**src/rtl/proc_ctrl_pkg.sv**
```systemverilog
// Shared state encoding and processor opcodes for the instruction sequencer
// and the 16-bit processor it drives.
package proc_ctrl_pkg;

  typedef enum logic [2:0] {
    ST_IDLE   = 3'd0,
    ST_FETCH  = 3'd1,
    ST_WAIT   = 3'd2,
    ST_ISSUE  = 3'd3,
    ST_EXEC   = 3'd4,
    ST_FINISH = 3'd5,
    ST_ERR    = 3'd6,
    ST_PAUSE  = 3'd7
  } seq_state_t;

  localparam logic [2:0] OP_MV  = 3'b000;
  localparam logic [2:0] OP_MVT = 3'b001;
  localparam logic [2:0] OP_ADD = 3'b010;
  localparam logic [2:0] OP_SUB = 3'b011;

  // Busy covers every state that owns an instruction in flight (PAUSE included).
  function automatic logic is_busy(input seq_state_t s);
    return !((s == ST_IDLE) || (s == ST_FINISH) || (s == ST_ERR));
  endfunction

endpackage

```
**src/rtl/instr_sequencer_seq_watchdog.sv**
```systemverilog
// Done-timeout watchdog: clearable saturating counter with enable.
// o_expired flags the enabled cycle in which the count reaches (or sits at) TIMEOUT.
module seq_watchdog #(
  parameter int TIMEOUT = 15
) (
  input  logic Clock,
  input  logic Resetn,
  input  logic i_clr,
  input  logic i_en,
  output logic o_expired
);

  localparam int CW = (TIMEOUT < 2) ? 1 : $clog2(TIMEOUT + 1);
  localparam logic [CW-1:0] LP_MAX = CW'(TIMEOUT);
  localparam logic [CW-1:0] LP_PRE = CW'(TIMEOUT - 1);

  logic [CW-1:0] r_count;

  always_ff @(posedge Clock or negedge Resetn) begin
    if (!Resetn) begin
      r_count <= '0;
    end else if (i_clr) begin
      r_count <= '0;
    end else if (i_en && (r_count != LP_MAX)) begin
      r_count <= r_count + CW'(1);
    end
  end

  // Looking one step ahead lets the FSM leave EXEC on the very edge the count hits TIMEOUT.
  assign o_expired = i_en && !i_clr && ((r_count == LP_PRE) || (r_count == LP_MAX));

endmodule

```
**src/rtl/instr_sequencer.sv**
```systemverilog
// Program controller: fetches ProgLen words from a synchronous ROM and issues each over
// the DIN/Run/Done handshake. Define INSTR_SEQUENCER_SINGLE_STEP_EN to add StepMode/Step pausing.
module instr_sequencer
  import proc_ctrl_pkg::*;
#(
  parameter int AW      = 8,
  parameter int DW      = 16,
  parameter int TIMEOUT = 15
) (
  input  logic          Clock,
  input  logic          Resetn,
`ifdef INSTR_SEQUENCER_SINGLE_STEP_EN
  input  logic          StepMode,
  input  logic          Step,
`endif
  input  logic          Start,
  input  logic          Halt,
  input  logic [AW:0]   ProgLen,
  output logic [AW-1:0] RomAddr,
  input  logic [DW-1:0] RomData,
  output logic [DW-1:0] DIN,
  output logic          Run,
  input  logic          Done,
  output logic          Busy,
  output logic          Finished,
  output logic          Error,
  output logic [AW-1:0] PC
);

  seq_state_t    r_state;
  logic [AW-1:0] r_pc;
  logic [AW:0]   r_len;
  logic [DW-1:0] r_din;
  logic          r_halt_pend;

  logic w_start_ok;
  logic w_last;
  logic w_halt_now;
  logic w_wd_clr;
  logic w_wd_en;
  logic w_expired;

  assign w_start_ok = Start && !is_busy(r_state);
  // One extra bit so a full 2^AW-word program still terminates.
  assign w_last     = (({1'b0, r_pc} + (AW+1)'(1)) == r_len);
  assign w_halt_now = r_halt_pend || Halt;
  assign w_wd_en    = (r_state == ST_EXEC);
  assign w_wd_clr   = w_start_ok || ((r_state == ST_EXEC) && Done);

  seq_watchdog #(.TIMEOUT(TIMEOUT)) u_watchdog (
    .Clock     (Clock),
    .Resetn    (Resetn),
    .i_clr     (w_wd_clr),
    .i_en      (w_wd_en),
    .o_expired (w_expired)
  );

  always_ff @(posedge Clock or negedge Resetn) begin
    if (!Resetn) begin
      r_state     <= ST_IDLE;
      r_pc        <= '0;
      r_len       <= '0;
      r_din       <= '0;
      r_halt_pend <= 1'b0;
    end else begin
      if (is_busy(r_state) && Halt) begin
        r_halt_pend <= 1'b1;
      end
      case (r_state)
        ST_IDLE, ST_FINISH, ST_ERR: begin
          if (Start) begin
            r_len       <= ProgLen;
            r_pc        <= '0;
            r_halt_pend <= 1'b0;
            r_state     <= (ProgLen == '0) ? ST_FINISH : ST_FETCH;
          end
        end
        ST_FETCH: r_state <= ST_WAIT;
        ST_WAIT: begin
          r_din   <= RomData;
          r_state <= ST_ISSUE;
        end
        ST_ISSUE: r_state <= ST_EXEC;
        ST_EXEC: begin
          if (Done) begin
            r_pc <= r_pc + AW'(1);
            if (w_last) begin
              r_state <= ST_FINISH;
            end else if (w_halt_now) begin
              r_state     <= ST_IDLE;
              r_halt_pend <= 1'b0;
`ifdef INSTR_SEQUENCER_SINGLE_STEP_EN
            end else if (StepMode) begin
              r_state <= ST_PAUSE;
`endif
            end else begin
              r_state <= ST_FETCH;
            end
          end else if (w_expired) begin
            r_state <= ST_ERR;
          end
        end
`ifdef INSTR_SEQUENCER_SINGLE_STEP_EN
        ST_PAUSE: begin
          if (w_halt_now) begin
            r_state     <= ST_IDLE;
            r_halt_pend <= 1'b0;
          end else if (Step) begin
            r_state <= ST_FETCH;
          end
        end
`endif
        default: r_state <= ST_IDLE;
      endcase
    end
  end

  assign RomAddr  = r_pc;
  assign PC       = r_pc;
  assign DIN      = r_din;
  assign Run      = (r_state == ST_ISSUE);
  assign Busy     = is_busy(r_state);
  assign Finished = (r_state == ST_FINISH);
  assign Error    = (r_state == ST_ERR);

endmodule

```
**config.mk**
```make
export PLATFORM = sky130hd
export DESIGN_NAME = instr_sequencer
export DESIGN_NICKNAME = d
export VERILOG_FILES = /design/src/rtl/proc_ctrl_pkg.sv /design/src/rtl/instr_sequencer_seq_watchdog.sv /design/src/rtl/instr_sequencer.sv
export SDC_FILE = /design/constraint.sdc
export NUM_CORES = 1
export LEC_CHECK = 0
export BUFFER_PORTS_ARGS = -buffer_cell sky130_fd_sc_hd__clkbuf_2
export CORE_UTILIZATION = 51
export CTS_CLUSTER_SIZE = 8
export DETAILED_ROUTE_END_ITERATION = 12
export GPL_TIMING_DRIVEN = 0
export PLACE_DENSITY = 0.82
export SYNTH_ARGS = -nofsm -noshare
export SYNTH_HDL_FRONTEND = slang
export SYNTH_SLANG_ARGS = --single-unit
```
**constraint.sdc**
```tcl
create_clock -name Clock -period 2.11 [get_ports Clock]
set_input_delay 0.633 -clock Clock [delete_from_list [all_inputs] [get_ports Clock]]
set_output_delay 0.633 -clock Clock [all_outputs]
set_load 0.05 [all_outputs]
```
# After elaboration in Yosys (flattened, before gate mapping)

Cells that the tools add are included.

Bits in registers: 41
Input bits: 30
Word-level logic and storage cells: 61

Reductions and logical operators: 21
Eq/ne operators: 13
$add $sub $neg: 3
Mux-type cells: 18

Operators by type and width:

| kind                | number |
|---|---|
| $mux 8              | 2 |
| $pmux 8 s2          | 1 |
| $mux 3              | 5 |
| $pmux 3 s5          | 1 |
| $add 8x1->9 const B | 1 |
| $eq 3x3->1 const B  | 3 |
| $eq 9x9->1          | 1 |
| $logic_not 9->1     | 1 |
| $add 8x1->8 const B | 1 |
| $eq 4x4->1 const B  | 2 |
| $mux 4              | 2 |
| $eq 3x2->1 const B  | 2 |
| $logic_and 1x1->1   | 6 |
| $mux 1              | 6 |
| $logic_or 1x1->1    | 5 |
| $add 4x1->4 const B | 1 |
| $ne 2x2->1 const B  | 2 |
| $ne 4x4->1 const B  | 1 |
| $reduce_and 2->1    | 2 |
| $reduce_bool 2->1   | 2 |
| $eq 3x1->1 const B  | 1 |
| $logic_not 3->1     | 1 |
| $ne 3x3->1 const B  | 1 |
| $reduce_and 3->1    | 1 |
| 3 further kinds     | 4 |

# Logic depth before layout (Yosys ltp)

Gate-level depths: netlist (run 1).

Word-level depth: 11
Depth in mapped cells: 7

# Modules after synthesis

Synthesis (run 1) repeated with hierarchy kept, for this count alone.

Cells, all modules: 220
Area total of the unflattened synthesis: 2388.5 sq um

Modules (own cells, without submodules):

| module          | area an instance (sq um) | cells an instance | sequential area each (sq um) | instances |
|---|---|---|---|---|
| instr_sequencer | 2149.6                   | 195               | 925.9                        | 1 |
| seq_watchdog    | 239.0                    | 25                | 100.1                        | 1 |

# Least setup slack after synthesis (run 1)

No wires, ideal clock.

Kind: register to register
Start: register r_pc[0] (netlist: PC[0])
End: register r_state[2]
Setup slack: -0.121 ns
Setup time: 0.087 ns
Arrival: 2.144 ns
Path buffers: 0
Stages on the path, launching flop included: 7
Cell sequence: dfrtp_1 > ha_1 > and4_4 > and3_4 > a2111o_1 > a211o_1 > o211ai_1

Longest elaborated chain between the ends: 5

Ends and longest elaborated chain:

| what                   | line                  | source |
|---|---|---|
| start, declared        | instr_sequencer.sv:31 | `logic [AW-1:0] r_pc;` |
| start signal, assigned | instr_sequencer.sv:86 | `r_pc <= r_pc + AW'(1);` |
| $add 8x1->9            | instr_sequencer.sv:45 | `assign w_last = (({1'b0, r_pc} + (AW+1)'(1)) == r_len);` |
| $eq 9x9->1             | instr_sequencer.sv:45 |  |
| $mux 3                 | instr_sequencer.sv:87 | `if (w_last) begin` |
| $mux 3                 | instr_sequencer.sv:85 | `if (Done) begin` |
| $pmux 3 s5             | instr_sequencer.sv:69 | `case (r_state)` |
| end signal, assigned   | instr_sequencer.sv:75 | `r_state <= (ProgLen == '0) ? ST_FINISH : ST_FETCH;` |
| end, declared          | instr_sequencer.sv:30 | `seq_state_t r_state;` |

Every way passes these cells.
A chain may end at the register's enable or synchronous reset.

# Final worst setup path (run 1)

Start: register r_state[0]
End: output Busy

Longest elaborated chain between the ends: 4

Ends and longest elaborated chain:

| what                                          | line                  | source |
|---|---|---|
| $eq 3x3->1 or $logic_not 3->1 (tied branches) | proc_ctrl_pkg.sv:23   | `return !((s == ST_IDLE) \|\| (s == ST_FINISH) \|\| (s == ST_ERR));` |
| $logic_or 1x1->1                              | proc_ctrl_pkg.sv:23   |  |
| $logic_or 1x1->1 *                            | proc_ctrl_pkg.sv:23   |  |
| $logic_not 1->1 *                             | proc_ctrl_pkg.sv:23   |  |
| end, declared                                 | instr_sequencer.sv:24 | `output logic Busy,` |

Mark *: on every way between the ends. The rest lies on a longest branch, timed or not.

==> results.sh, run 1 <==
export IMPL_finalCritPeriodShare_pct=98.5
export IMPL_rrSetupSlack_ps=80
export IMPL_dp_slack_ps=-19.8
export IMPL_finalSetupTns_ps=0
export IMPL_cts_root_buf="clkbuf_8"
export IMPL_synthTopCellsByCount="dfrtp_1, mux2_2, nand2_1"
export IMPL_yosysWarnings=0
export IMPL_finish_utilization_pct=67.8
export IMPL_hold_viol=0
export IMPL_cts_hold_buf=0
export IMPL_ios=66
export IMPL_ir_worst_vdd_v=0.00110
export IMPL_fmax_ghz=0.481
export IMPL_cp_arrival_ps=1450
export IMPL_synth_top_area_cell="dfrtp_1"
export IMPL_setup_viol=0
export IMPL_grt_pass1_vias=1651
export IMPL_syn_num_nets=249
export IMPL_path_buf_inv=3
export IMPL_clock_latency_ps=300
export IMPL_max_slew_margin_pct=34.2
export IMPL_critPathLaunchType="register"
export IMPL_cts_buffers=5
export IMPL_totalWireLength_mm=4.45
export IMPL_slowest_delay_ps=400
export IMPL_fin_nets=325
export IMPL_grt_pass1_wl_mm=7.25
export IMPL_grt_max_degree=42
export IMPL_area_delta_synth_final_pct=24.3
export IMPL_io_buffer_count=65
export IMPL_via_per_inst=5.39
export IMPL_overflow=0
export IMPL_dominantRegCellSynth="dfrtp_1"
export IMPL_die_w_um=68.1
export IMPL_wl_per_cell_um=13.0
export IMPL_ys_seq_elements=41
export IMPL_synthDominantCellAreaShare_pct=46.0
export IMPL_die_y_um=68.1
export IMPL_syn_area_um2=2230
export IMPL_async_flop_share_pct=100
export IMPL_clock_path_buffers=2
export IMPL_ys_types=46
export IMPL_drt_pre_antenna_iters=4
export IMPL_hp_class="input port to asynchronous set/reset pin"
export IMPL_worst_ep_required_time_ps=1480
export IMPL_ant_nets=0
export IMPL_tightest_slew_ps=987
export IMPL_leakage_nw=1.36
export IMPL_p_total_mw=4.21
export IMPL_synth_area_leaders="dfrtp_1, mux2_2, buf_4"
export IMPL_synth_most_common_cell="dfrtp_1"
export IMPL_crit_path_top_delay_cell="dfrtp_1"
export IMPL_cts_tree="yes"
export IMPL_cts_max_level=2
export IMPL_hpwl_mm=3.29
export IMPL_crit_chain="buf_4, xor2_1, o21ai_2, inv_1, buf_6"
export IMPL_rr_endpoint="r_state[0]"
export IMPL_r2r_cells=6
export IMPL_final_min_clock_period_ps=2080
export IMPL_pwr_density_cell_nw_per_um2=1520
export IMPL_drc=0
export IMPL_core_rowCount=23
export IMPL_vias=1849
export IMPL_status="finished, final reports clean"
export IMPL_maxSlewViolCount=0
export IMPL_path_class="register to primary output"
export IMPL_die_area_um2=4640
export IMPL_drive_gt1_share_pct=44.4
export IMPL_globalplace_congestion=0.847
export IMPL_initial_core_util_pct=54.5
export IMPL_layout_setup_ws_ps=31.1
export IMPL_ys_seq_area_share_pct=46.0
export IMPL_drtIter0Drc=102
export IMPL_antenna_cells=0
export IMPL_cp_top_family="flip-flops"
export IMPL_crit_fanout=10
export IMPL_r2r_start="PC[0]"
export IMPL_maxCapViolCount=0
export IMPL_postSynthAreaPerCell_um2=10.3
export IMPL_skew_ps=4.28
export IMPL_syn_inst=216
export IMPL_path_clk_slew_ps=80
export IMPL_grt_usage_pct=21.1
export IMPL_core_area_um2=4090
export IMPL_cts_sinks=41
export IMPL_synth_edf_count=0
export IMPL_antenna_found_initial=0
export IMPL_endpoint_kind="primary output"
## routing by layer
metal	global-route usage, %	part of all wire [%]
met1	28.1	47
met2	32.8	46
met3	5.67	5.5
met4	8.07	1.3
met5	0	0
## per-stage QoR
stage          cell area (um^2)  std cells  hold slack [ps]
2_1_floorplan              2230        216              337
3_3_place_gp               2620        331              489
5_1_grt                    2770        343              516
4_1_cts                    2720        339              513
3_5_place_dp               2620        331              495
6_report                   2770        343              479
## cell families after synthesis
group / share of synthesized area, %
muxes: 13.1
xor gates and xnor gates: 4.72
adders and majority gates: 1.68
AOI/OAI and AO/OA: 11.3
buffers and inverters: 6.85
DFF: 46.0
and+or+nand+nor: 16.3
## worst max path at each step
stage | slack (ps) | start | end | cells past startpoint
global placement | 10 | PC[0] | r_state[2] | 6
floorplan | 10 | PC[0] | r_state[2] | 6
finish | 30 | r_state[0] | Busy | 5
detailed placement | -20 | PC[0] | r_state[0] | 6
global route | -20 | r_state[0] | Busy | 5
CTS | -60 | r_state[0] | Busy | 5
## registers in the layout, indices dropped and copies added, names as in the netlist
name	count
r_halt_pend	1
PC	8
DIN	16
u_watchdog.r_count	4
r_len	9
r_state	3
## area by class of cell
class | instances | area (um^2)
flip-flops and latches | 41 | 1030
inverters | 8 | 30.0
clock inverters | 3 | 17.5
plain buffers | 19 | 126
repair buffers | 69 | 370
multi-input cells | 148 | 1060
well taps | 50 | 62.6
fillers | 320 | 1320
clock buffers | 5 | 68.8
## repair_timing
item | in CTS | in global routing
pin swaps | 0 | 1
gates cloned | 0 | 0
endpoints found under the setup margin | 6 | 7
setup buffers | 0 | 4
resized for setup | 7 | 9
## cell usage in the layout, fill, tap and decap left out, types with 3 or more instances in the layout
master    count
clkbuf_8      5
mux2_2       25
buf_6         3
nand4_1       3
nand3_1       7
nand2_1      16
nor3_1        3
nor2_1       13
o21ai_0      15
buf_2         5
xor2_1        8
xnor2_1       4
nand2b_1      3
inv_1         8
buf_4        15
o31ai_1       3
dfrtp_1      39
o22ai_1       3
a21oi_1       6
and3_1        5
clkbuf_2     62
o211ai_1      3
## power breakdown
part	leakage, nW	switching [mW]	internal [mW]	total, mW
clock	0.0439	0.285	0.228	0.513
combinational	0.812	1.49	0.873	2.36
sequential	0.507	0.228	1.11	1.34
total	1.36	2.00	2.21	4.21
(Power assumes the default switching activity.)
==> run 2, diff against run 1 <==
--- a/config.mk
+++ b/config.mk
@@ -6,6 +6,7 @@
 export NUM_CORES = 1
 export LEC_CHECK = 0
 export BUFFER_PORTS_ARGS = -buffer_cell sky130_fd_sc_hd__clkbuf_2
+export CORE_MARGIN = 2
 export CORE_UTILIZATION = 51
 export CTS_CLUSTER_SIZE = 8
 export DETAILED_ROUTE_END_ITERATION = 12
==> results.sh, run 2 (synthesis gave the netlist of run 1 again) <==
export IMPL_leakage_nw=1.39
export IMPL_crit_path_top_delay_cell="dfrtp_1"
export IMPL_antenna_found_initial=0
export IMPL_pwr_density_cell_nw_per_um2=1550
export IMPL_cts_root_buf="clkbuf_8"
export IMPL_initial_core_util_pct=51.9
export IMPL_critPathLaunchType="register"
export IMPL_hp_class="input port to asynchronous set/reset pin"
export IMPL_drc=0
export IMPL_seq_power_share_pct=30.4
export IMPL_path_clk_slew_ps=80
export IMPL_final_area_um2=2840
export IMPL_drt_pre_antenna_iters=4
export IMPL_fin_nets=328
export IMPL_core_area_um2=4290
export IMPL_drtIter0Drc=74
export IMPL_cp_top_family="buffers and inverters"
export IMPL_worst_ep_required_time_ps=1480
export IMPL_ios=66
export IMPL_die_area_um2=4910
export IMPL_multi_input_area_um2=1090
export IMPL_die_w_um=70.1
export IMPL_antenna_cells=0
export IMPL_path_class="register to primary output"
export IMPL_p_total_mw=4.40
export IMPL_switching_power_mw=2.02
export IMPL_vias=1885
export IMPL_final_min_clock_period_ps=2050
export IMPL_power_share_clock_pct=14.7
export IMPL_hold_viol=0
export IMPL_cts_tree="yes"
export IMPL_grt_pass1_vias=1844
export IMPL_finalCritPeriodShare_pct=96.9
export IMPL_endpoint_kind="primary output"
export IMPL_globalplace_congestion=0.811
export IMPL_drive_gt1_share_pct=45.3
export IMPL_totalWireLength_mm=4.72
export IMPL_area_delta_synth_final_pct=27.6
export IMPL_maxSlewViolCount=0
export IMPL_status="finished, final reports clean"
export IMPL_ir_worst_vdd_v=0.00102
export IMPL_p_int_mw=2.38
export IMPL_cp_arrival_ps=1410
export IMPL_grt_usage_pct=20.7
export IMPL_maxCapViolCount=0
export IMPL_crit_chain="buf_2, nor2b_4, and2_1, clkbuf_4"
export IMPL_final_cell_mix="clkbuf_2, dfrtp_1, mux2_2, buf_4, nand2_1"
export IMPL_die_y_um=70.1
export IMPL_cts_buffers=5
export IMPL_grt_pass1_wl_mm=8.11
export IMPL_io_buffer_count=65
export IMPL_skew_ps=4.83
export IMPL_path_buf_inv=2
export IMPL_p_sw_share_pct=46.0
export IMPL_fmax_ghz=0.489
export IMPL_cts_max_level=2
export IMPL_ant_nets=0
export IMPL_largest_reg_flops=16
export IMPL_clock_latency_ps=300
export IMPL_max_slew_margin_pct=35.1
export IMPL_crit_fanout=10
export IMPL_setup_viol=0
export IMPL_via_per_inst=5.42
export IMPL_grt_max_degree=42
export IMPL_tightest_slew_ps=973
export IMPL_seq_area_um2=1030
export IMPL_clock_path_buffers=2
export IMPL_combPwrFrac_pct=54.9
export IMPL_wl_per_cell_um=13.6
export IMPL_fillers=358
export IMPL_slowest_delay_ps=420
export IMPL_rsz0062_at_grt="true"
export IMPL_hpwl_mm=3.45
export IMPL_mostFrequentLayoutCell="clkbuf_2"
export IMPL_core_rowCount=24
export IMPL_place_area_um2=2620
export IMPL_overflow=0
export IMPL_cts_sinks=41
-- run 2: path summary, 6_finish.rpt --
| kind | startpoint | endpoint | slack [ps] | cells past startpoint |
|---|---|---|---|---|
| max | r_state[2] | Run | 60 | 4 |
| min | Resetn | PC[2] | 470 | 1 |
| max reg2reg | PC[0] | r_state[2] | 80 | 6 |
| min reg2reg | DIN[3] | DIN[3] | 510 | 1 |
| max in group asynchronous | Resetn | PC[1] | 980 | 1 |
| min in group Clock | DIN[3] | DIN[3] | 510 | 1 |
-- run 2: cell type report --
class	instances	area share, %
timing repair buffer	72	13.8
buffer	19	4.45
sequential	41	36.2
clock buffer	5	2.42
clock inverter	3	1.63
tap	52	2.29
inverter	8	1.06
multi-input combinational	148	38.2
-- run 2: power by group through the flow --
| stage | Clock [mW] | Combinational, mW | Sequential, mW |
|---|---|---|---|
| after floorplan | 0 | 1.19 | 1.90 |
| after global placement | 0 | 2.18 | 1.33 |
| after detailed placement | 0 | 2.24 | 1.35 |
| after CTS | 0.659 | 2.32 | 1.34 |
| after global routing | 0.694 | 2.62 | 1.39 |
| final | 0.647 | 2.42 | 1.34 |
-- run 2: what timing repair did --
item | CTS | global route
buffers inserted | 1 | 6
setup endpoints to repair | 5 | 8
hold buffers | 0 | 0
pin swaps | 1 | 3
resized for setup | 7 | 9
-- run 2: routing by layer --
metal	part of all wire, %	GRT usage, %
met1	43	25.3
met2	49	34.5
met3	6.3	6.20
met4	1.4	7.69
met5	0	0
-- run 2: stage by stage --
stage	instances	util [%]	TNS [ps]	hold WS [ps]	setup slack, ps
floorplan	216	-	0	337	14.2
global placement	333	61.0	0	491	24.2
detailed placement	333	61.0	0	495	12.7
CTS	342	64.4	0	514	17.1
global route	348	66.2	-13.8	531	-5.52
finish	348	66.2	0	474	64.7
==> run 3, diff against run 2 <==
--- a/config.mk
+++ b/config.mk
@@ -7,11 +7,12 @@
 export LEC_CHECK = 0
 export BUFFER_PORTS_ARGS = -buffer_cell sky130_fd_sc_hd__clkbuf_2
 export CORE_MARGIN = 2
-export CORE_UTILIZATION = 51
+export CORE_UTILIZATION = 55
 export CTS_CLUSTER_SIZE = 8
 export DETAILED_ROUTE_END_ITERATION = 12
 export GPL_TIMING_DRIVEN = 0
-export PLACE_DENSITY = 0.82
+export PLACE_DENSITY = 0.87
+export REMOVE_ABC_BUFFERS = 1
 export SYNTH_ARGS = -nofsm -noshare
 export SYNTH_HDL_FRONTEND = slang
 export SYNTH_SLANG_ARGS = --single-unit
==> constraint.sdc (replaced) <==
create_clock -name Clock -period 2.45 [get_ports Clock]
set_input_delay 0.735 -clock Clock [delete_from_list [all_inputs] [get_ports Clock]]
set_output_delay 0.735 -clock Clock [all_outputs]
set_load 0.05 [all_outputs]
==> results.sh, run 3 (synthesis gave the netlist of run 1 again) <==
export IMPL_skew_ps=5.50
export IMPL_hp_class="register to register"
export IMPL_globalplace_congestion=0.792
export IMPL_crit_chain="xor2_1, o21ai_1, inv_1, clkbuf_2"
export IMPL_cts_tree="yes"
export IMPL_rsz0062_at_grt="false"
export IMPL_slowest_delay_ps=530
export IMPL_leakage_nw=1.24
export IMPL_cts_resized_gates=0
export IMPL_antenna_found_initial=0
export IMPL_grt_pass1_wl_mm=7.56
export IMPL_endpoint_kind="primary output"
export IMPL_drtIter0Drc=149
export IMPL_antenna_cells=0
export IMPL_drc=0
export IMPL_min_from="DIN[3]"
export IMPL_drive_gt1_share_pct=37.8
export IMPL_cts_max_level=2
export IMPL_fin_nets=302
export IMPL_grt_pass1_vias=1691
export IMPL_mostFrequentLayoutCell="clkbuf_2"
export IMPL_fmax_ghz=0.433
export IMPL_die_area_um2=4580
export IMPL_cts_sinks=41
export IMPL_rrSetupSlack_ps=250
export IMPL_hpwl_mm=3.27
export IMPL_maxCapViolCount=0
export IMPL_cts_buffers=5
export IMPL_crit_path_top_delay_cell="dfrtp_1"
export IMPL_final_min_clock_period_ps=2310
export IMPL_cts_root_buf="clkbuf_8"
export IMPL_ios=66
export IMPL_wl_per_cell_um=14.0
export IMPL_ir_worst_vdd_v=0.000891
export IMPL_tightest_slew_ps=1120
export IMPL_r2r_start="PC[0]"
export IMPL_finalCritPeriodShare_pct=94.2
export IMPL_grt_max_degree=42
export IMPL_clock_latency_ps=290
export IMPL_cp_arrival_ps=1570
export IMPL_largest_reg_flops=16
export IMPL_status="finished, final reports clean"
export IMPL_finalSetupTns_ps=0
export IMPL_min_to="DIN[3]"
export IMPL_core_area_um2=3940
export IMPL_path_buf_inv=2
export IMPL_overflow=0
export IMPL_clock_path_buffers=2
export IMPL_die_w_um=67.7
export IMPL_r2r_cells=6
export IMPL_worst_ep_required_time_ps=1710
export IMPL_grt_usage_pct=21.9
export IMPL_totalWireLength_mm=4.49
export IMPL_rr_endpoint="r_state[2]"
export IMPL_hold_ws_ps=517
export IMPL_maxSlewViolCount=0
export IMPL_core_rowCount=23
export IMPL_io_buffer_count=65
export IMPL_postCtsSetupRepairBufs=0
export IMPL_cp_top_family="flip-flops"
export IMPL_cts_hold_buf=0
export IMPL_path_class="register to primary output"
export IMPL_path_clk_slew_ps=80
export IMPL_holdPathStages=1
export IMPL_die_y_um=67.7
export IMPL_hold_viol=0
export IMPL_max_slew_margin_pct=25.2
export IMPL_area_delta_synth_final_pct=15.8
export IMPL_via_per_inst=5.57
export IMPL_crit_fanout=13
export IMPL_ant_nets=0
export IMPL_critPathLaunchType="register"
export IMPL_initial_core_util_pct=56.5
export IMPL_drt_pre_antenna_iters=4
export IMPL_setup_viol=0
export IMPL_pwr_density_cell_nw_per_um2=1340
export IMPL_final_cell_mix="clkbuf_2, dfrtp_1, mux2_2, nand2_1, o21ai_0"
export IMPL_vias=1781
run 3: stage by stage:
step / util, % / std cells / setup slack (ps) / total power [mW] / instance area (um^2)
3_3_place_gp: 63.2 / 312 / 294 / 2.97 / 2490
2_1_floorplan: - / 197 / -51.5 / 2.61 / 2110
4_1_cts: 65.5 / 320 / 141 / 3.48 / 2580
3_5_place_dp: 63.2 / 312 / 296 / 3.03 / 2490
6_report: 65.5 / 320 / 143 / 3.46 / 2580
5_1_grt: 65.5 / 320 / 40.4 / 3.68 / 2580
run 3: per-layer routing:
metal  GRT usage (%)  vias up  wire length (um)
met5               0        -                 0
met4            6.63        0                49
met3            6.67        5               358
met2            34.3       75              2160
met1            29.0      844              1930
li1                -      857                 -
run 3: worst max-delay path by stage:
| stage | startpoint | end | slack, ps | cells past startpoint |
|---|---|---|---|---|
| 6_report | r_state[2] | Busy | 140 | 4 |
| 5_1_grt | r_state[2] | Busy | 40 | 4 |
| 4_1_cts | r_state[2] | Busy | 140 | 4 |
| 3_5_place_dp | r_state[1] | DIN[2] | 300 | 3 |
| 3_3_place_gp | r_state[1] | DIN[3] | 290 | 3 |
| 2_1_floorplan | PC[0] | r_state[2] | -50 | 6 |
run 3: cell type report:
cell class / count / area [um^2]
fill: 316 / 1360
inverter: 8 / 30.0
multi-input combinational: 148 / 1050
timing repair buffer: 65 / 325
sequential: 41 / 1030
clock buffer: 6 / 72.6
clock inverter: 2 / 15.0
tap: 50 / 62.6
run 3: where the power goes:
part	total, mW	switching, mW	internal, mW
logic	1.81	1.19	0.622
clock network	0.439	0.238	0.201
registers	1.21	0.256	0.951
